[src/rtl/vpu_tile_sequencer.sv]
// Multi-tile FSM sequencer for the vector/systolic matmul datapath strobes.
// Optional cycle counter output enabled by defining VPU_SEQ_PERF_EN.
module vpu_tile_sequencer #(
  parameter int unsigned ROW_A     = 4,
  parameter int unsigned COL_A     = 4,
  parameter int unsigned ROW_W     = 4,
  parameter int unsigned N_KTILES  = 2,
  parameter int unsigned DRAIN_LAT = $clog2(ROW_A) + 3,
  parameter int unsigned CNT_W     = 16
) (
  input  logic                          clk,
  input  logic                          reset,
  input  logic                          start,
  input  logic [CNT_W-1:0]              n_tiles,
  output logic                          busy,
  output logic                          done,
  output logic                          compute,
  output logic                          load_a,
  output logic                          load_w,
  output logic                          deload,
  output logic                          store,
  output logic                          deload_out,
  output logic                          reset_sys,
  output logic [CNT_W-1:0]              tile_idx,
  output logic [$clog2(N_KTILES+1)-1:0] k_idx
`ifdef VPU_SEQ_PERF_EN
  ,
  output logic [31:0]                   perf_cycles
`endif
);

  localparam int unsigned KW     = $clog2(N_KTILES + 1);
  localparam int unsigned PH_MAX = COL_A + ROW_W + ROW_A * ROW_A + DRAIN_LAT + ROW_A;
  localparam int unsigned PH_W   = $clog2(PH_MAX + 1);

  localparam logic [3:0] S_IDLE = 4'd0;
  localparam logic [3:0] S_COMP = 4'd1;
  localparam logic [3:0] S_LDA  = 4'd2;
  localparam logic [3:0] S_LDW  = 4'd3;
  localparam logic [3:0] S_GAP  = 4'd4;
  localparam logic [3:0] S_DEL  = 4'd5;
  localparam logic [3:0] S_DRN  = 4'd6;
  localparam logic [3:0] S_OUT  = 4'd7;
  localparam logic [3:0] S_RST  = 4'd8;

  logic [3:0]           state, state_d;
  logic [PH_W-1:0]      phase, phase_d;
  logic [CNT_W-1:0]     ntiles_q, ntiles_d;
  logic [CNT_W-1:0]     tile_d;
  logic [KW-1:0]        k_d;
  logic                 done_d;
  logic                 last;
  logic [DRAIN_LAT-1:0] store_sr;

  assign last = (phase == '0);

  // Phase counter is loaded with (length-1) on each entry and counts down to 0.
  always_comb begin
    state_d  = state;
    phase_d  = phase;
    ntiles_d = ntiles_q;
    tile_d   = tile_idx;
    k_d      = k_idx;
    done_d   = 1'b0;
    case (state)
      S_IDLE: begin
        if (start) begin
          ntiles_d = n_tiles;
          if (n_tiles == '0) begin
            done_d = 1'b1;
          end else begin
            state_d = S_COMP;
            phase_d = '0;
            tile_d  = '0;
            k_d     = '0;
          end
        end
      end
      S_COMP: begin
        state_d = S_LDA;
        phase_d = PH_W'(COL_A - 1);
      end
      S_LDA: begin
        if (last) begin
          state_d = S_LDW;
          phase_d = PH_W'(ROW_W - 1);
        end else begin
          phase_d = phase - 1'b1;
        end
      end
      S_LDW: begin
        if (last) begin
          state_d = S_GAP;
          phase_d = '0;
        end else begin
          phase_d = phase - 1'b1;
        end
      end
      S_GAP: begin
        state_d = S_DEL;
        phase_d = PH_W'(ROW_A * ROW_A - 1);
      end
      S_DEL: begin
        if (last) begin
          state_d = S_DRN;
          phase_d = PH_W'(DRAIN_LAT - 1);
        end else begin
          phase_d = phase - 1'b1;
        end
      end
      S_DRN: begin
        if (last) begin
          if (k_idx != KW'(N_KTILES - 1)) begin
            k_d     = k_idx + 1'b1;
            state_d = S_COMP;
            phase_d = '0;
          end else begin
            state_d = S_OUT;
            phase_d = PH_W'(ROW_A - 1);
          end
        end else begin
          phase_d = phase - 1'b1;
        end
      end
      S_OUT: begin
        if (last) begin
          state_d = S_RST;
          phase_d = '0;
        end else begin
          phase_d = phase - 1'b1;
        end
      end
      S_RST: begin
        if (tile_idx != ntiles_q - 1'b1) begin
          tile_d  = tile_idx + 1'b1;
          k_d     = '0;
          state_d = S_COMP;
          phase_d = '0;
        end else begin
          state_d = S_IDLE;
          done_d  = 1'b1;
        end
      end
      default: begin
        state_d = S_IDLE;
        phase_d = '0;
      end
    endcase
  end

  // Strobes are registered from the next state so each one tracks its state exactly.
  always_ff @(posedge clk) begin
    if (reset) begin
      state      <= S_IDLE;
      phase      <= '0;
      ntiles_q   <= '0;
      tile_idx   <= '0;
      k_idx      <= '0;
      done       <= 1'b0;
      busy       <= 1'b0;
      compute    <= 1'b0;
      load_a     <= 1'b0;
      load_w     <= 1'b0;
      deload     <= 1'b0;
      deload_out <= 1'b0;
      reset_sys  <= 1'b0;
    end else begin
      state      <= state_d;
      phase      <= phase_d;
      ntiles_q   <= ntiles_d;
      tile_idx   <= tile_d;
      k_idx      <= k_d;
      done       <= done_d;
      busy       <= (state_d != S_IDLE);
      compute    <= (state_d == S_COMP);
      load_a     <= (state_d == S_LDA);
      load_w     <= (state_d == S_LDW);
      deload     <= (state_d == S_DEL);
      deload_out <= (state_d == S_OUT);
      reset_sys  <= (state_d == S_RST);
    end
  end

  always_ff @(posedge clk) begin
    if (reset) begin
      store_sr <= '0;
    end else begin
      store_sr <= DRAIN_LAT'({store_sr, deload});
    end
  end

  assign store = store_sr[DRAIN_LAT-1];

`ifdef VPU_SEQ_PERF_EN
  always_ff @(posedge clk) begin
    if (reset) begin
      perf_cycles <= '0;
    end else if (state == S_IDLE && start) begin
      perf_cycles <= '0;
    end else if (busy) begin
      perf_cycles <= perf_cycles + 32'd1;
    end
  end
`endif

endmodule

[config.mk]
export PLATFORM = sky130hd
export DESIGN_NAME = vpu_tile_sequencer
export DESIGN_NICKNAME = d
export VERILOG_FILES = /design/src/rtl/vpu_tile_sequencer.sv
export SDC_FILE = /design/constraint.sdc
export NUM_CORES = 1
export LEC_CHECK = 0
export BUFFER_PORTS_ARGS = -buffer_cell sky130_fd_sc_hd__buf_2
export CORE_MARGIN = 3
export CORE_UTILIZATION = 61
export DETAILED_ROUTE_END_ITERATION = 6
export GPL_TIMING_DRIVEN = 0
export PLACE_DENSITY = 0.9
export SYNTH_ARGS = -nofsm -noshare
export SYNTH_HDL_FRONTEND = slang
export SYNTH_SLANG_ARGS = --single-unit
[constraint.sdc]
create_clock -name clk -period 7.01 [get_ports clk]
set_input_delay 1.402 -clock clk [delete_from_list [all_inputs] [get_ports clk]]
set_output_delay 1.402 -clock clk [all_outputs]
set_load 0.1 [all_outputs]
==> results.cfg <==
[sta]
tightest_slew_ns = 1.12
hold_violations = 0
tns_ns = 0
fin_crit_ns = 3.75
setup_viol = 0
min_period_over_period_pct = 53.5
drv_slew = 0
maxSlewHeadroom_pct = 24.7
fmax_mhz = 266
finClkSkew_ns = 0.00607
worst_slack_ns = 3.26
rsz0062_at_grt = false

[placed_design]
dp.cells = 491
hpwlAfterDp_mm = 5.77
gp_routability_congestion = 0.937
pre_cts_ws_ns = 3.37
io_buffers = 45

[route]
first_pass_iters = 5
wl_mm = 8.00
ant_nets = 0
vias = 3057
drt_iter0_drc = 182
avgRoutedWirePerCell_um = 15.8
viasPerCell = 6.03
drc = 0

[logic_synthesis]
async_flop_share_pct = 0
synth-seq-area-share_pct = 37.7
yosysWarnings = 0
syn_nets = 402
netlist_area_mm2 = 0.00303
synth-seq-cells = 57
synth_area_leaders = dfxtp_1, a21oi_1, nand2_1
yosysMostFrequentCell = dfxtp_1
synth_common_cells = dfxtp_1, nand2_1, a21oi_1
avgSynthCellArea_um2 = 7.99
synth.distinct_cells = 52
synth_edf_count = 0
yosys.area.top_type = dfxtp_1
synthCells = 379
synth_flop_cell = dfxtp_1
yosysTopAreaCellShare_pct = 37.7

[grt]
track_usage_pct = 28.2
grt_max_degree = 11
grt_pass1_wl_mm = 13.1
grt_overflow_total = 0
antenna_found_initial = 0
grt_pass1_vias = 2828

[cts]
clock-sinks = 57
post_cts_buffers = 0
clock_latency_ns = 0.34
cts_resized = 0
postCtsHoldBufs = 0
cts_max_level = 3
cts_buffer_depth = 2
cts.clk_slew.worst_paths_ns = 0.07
cts_made_buffers = 9
cts_root_buffer = clkbuf_8
cts_tree = yes

[setup_path]
end_kind = flip-flop
critPathSlowestCell = or4b_2
crit_type = flip-flop to flip-flop
crit_arrival_ns = 3.95
start_kind = flip-flop
critPathMaxStageDelay_ns = 0.62
cp_cell_sequence = inv_1 -> ha_1 -> or4b_2 -> clkbuf_1 -> nor4_1 -> xnor2_1 -> a221oi_1 -> nand4_2 -> a31oi_4 -> buf_6 -> and2_4 -> a31oi_1
crit_buf_inv = 3
cp_max_fo = 10
required_ns = 7.21
cp_top_family = simple AND/OR/NAND/NOR gates

[floorplanning]
num_rows = 25
chipWidth_um = 76.5
io_pins = 46
die_area_mm2 = 0.00585
die_h_um = 76.5
initial_core_util_pct = 63.7
design.core.area_mm2 = 0.00475

[cells_and_area]
drive_gt1_share_pct = 17.7
n_antenna_cell = 0
fillers = 369
area.growth.synth_to_final_pct = 18.3
nets = 458
fin_cells = 507

[hold_path]
hold_class = flip-flop to flip-flop

[run]
maxCapViolations = 0

[outcome]
outcome = finished clean

[power]
vdd_drop_max_v = 0.000244
power.density_mw_per_mm2 = 299
finalPower_w = 0.00107
power_leakage_nw = 1.40
## metal layers
| metal | GRT usage [%] | part of all wire (%) | routed length [um] |
|---|---|---|---|
| met5 | 0 | 0 | 0 |
| met2 | 49.4 | 51 | 4090 |
| met1 | 32.5 | 42 | 3320 |
| met3 | 5.91 | 4.8 | 381 |
| met4 | 13.6 | 2.7 | 215 |
## power breakdown
| part | leakage (nW) | switching, W | total (W) | internal, W |
|---|---|---|---|---|
| Combinational | 0.816 | 0.000210 | 0.000322 | 0.000112 |
| Sequential | 0.463 | 0.0000223 | 0.000370 | 0.000348 |
| Clock | 0.120 | 0.000135 | 0.000380 | 0.000245 |
## path summary, 6_finish.rpt
| path | from | to | slack, ns | cells past startpoint |
|---|---|---|---|---|
| max reg2reg | ntiles_q[0]$_SDFFE_PP0P_ | busy$_SDFF_PP0_ | 3.26 | 12 |
| max | ntiles_q[0]$_SDFFE_PP0P_ | busy$_SDFF_PP0_ | 3.26 | 12 |
| min reg2reg | store_sr[2]$_SDFF_PP0_ | store_sr[3]$_SDFF_PP0_ | 0.46 | 1 |
| min | store_sr[2]$_SDFF_PP0_ | store_sr[3]$_SDFF_PP0_ | 0.46 | 1 |
## state kept, by name (all words and copies together) (netlist names)
name and count:
ntiles_q 16, store_sr 5, busy 1, phase 6
load_w 1, done 1, load_a 1, deload 1
tile_idx 16, state 4, reset_sys 1, deload_out 1
compute 1, k_idx 2
## worst register-to-register path: cells and delay by family (launching register included)
family / cells / cell delay [ns]
adder cells (fa/ha/maj): 1 / 0.31
buffers and inverters: 3 / 0.52
AO/OA/AOI/OAI: 3 / 0.86
flip-flops: 1 / 0.36
XOR/XNOR: 1 / 0.11
AND/OR/NAND/NOR: 4 / 1.47
## kinds of logic after synthesis
kind of cell             after synthesis  share of synthesized area, %
adder cells (fa/ha/maj)                4                          1.65
flip-flops                            57                          37.7
multiplexers                           1                         0.330
AO/OA/AOI/OAI                         95                          19.6
XOR/XNOR                              22                          6.36
AND/OR/NAND/NOR                      166                          29.4
buffers and inverters                 34                          4.96
## cell type report
cell class              count  area [um2]  area share, %
plain buffers              19        93.8           2.62
clock buffers              11         141           3.95
clock inverters             5         103           2.86
inverters                  15        56.3           1.57
multi-input cells         288        1740           48.5
flip-flops and latches     57        1140           31.9
well taps                  67        83.8           2.34
repair buffers             45         225           6.29
## cell usage in the layout (no fill, tap or decap), types with 6 or more instances in the layout
cell,synthesis,final
and3_1,7,7
inv_1,15,15
nand3_1,14,14
nor2_1,18,18
nor2b_1,10,10
nor4_1,7,7
o21ai_0,21,21
clkbuf_1,15,16
or3_1,14,14
buf_2,0,45
or4_1,9,9
o31ai_1,7,7
a31oi_1,6,6
xnor2_1,15,15
dfxtp_1,57,57
nor3_1,13,13
xor2_1,7,7
clkbuf_8,0,10
nand2_1,46,46
a21oi_1,37,37
## through the flow
step	hold WS (ns)	cell area [um2]	util (%)
finish	0.456	3580	75.3
global route	0.461	3580	75.3
CTS	0.456	3580	75.3
detailed placement	0.447	3340	70.2
global placement	0.421	3340	70.2
floorplan	0.414	3030	-
Note: power is estimated with default switching activity, not from simulation.
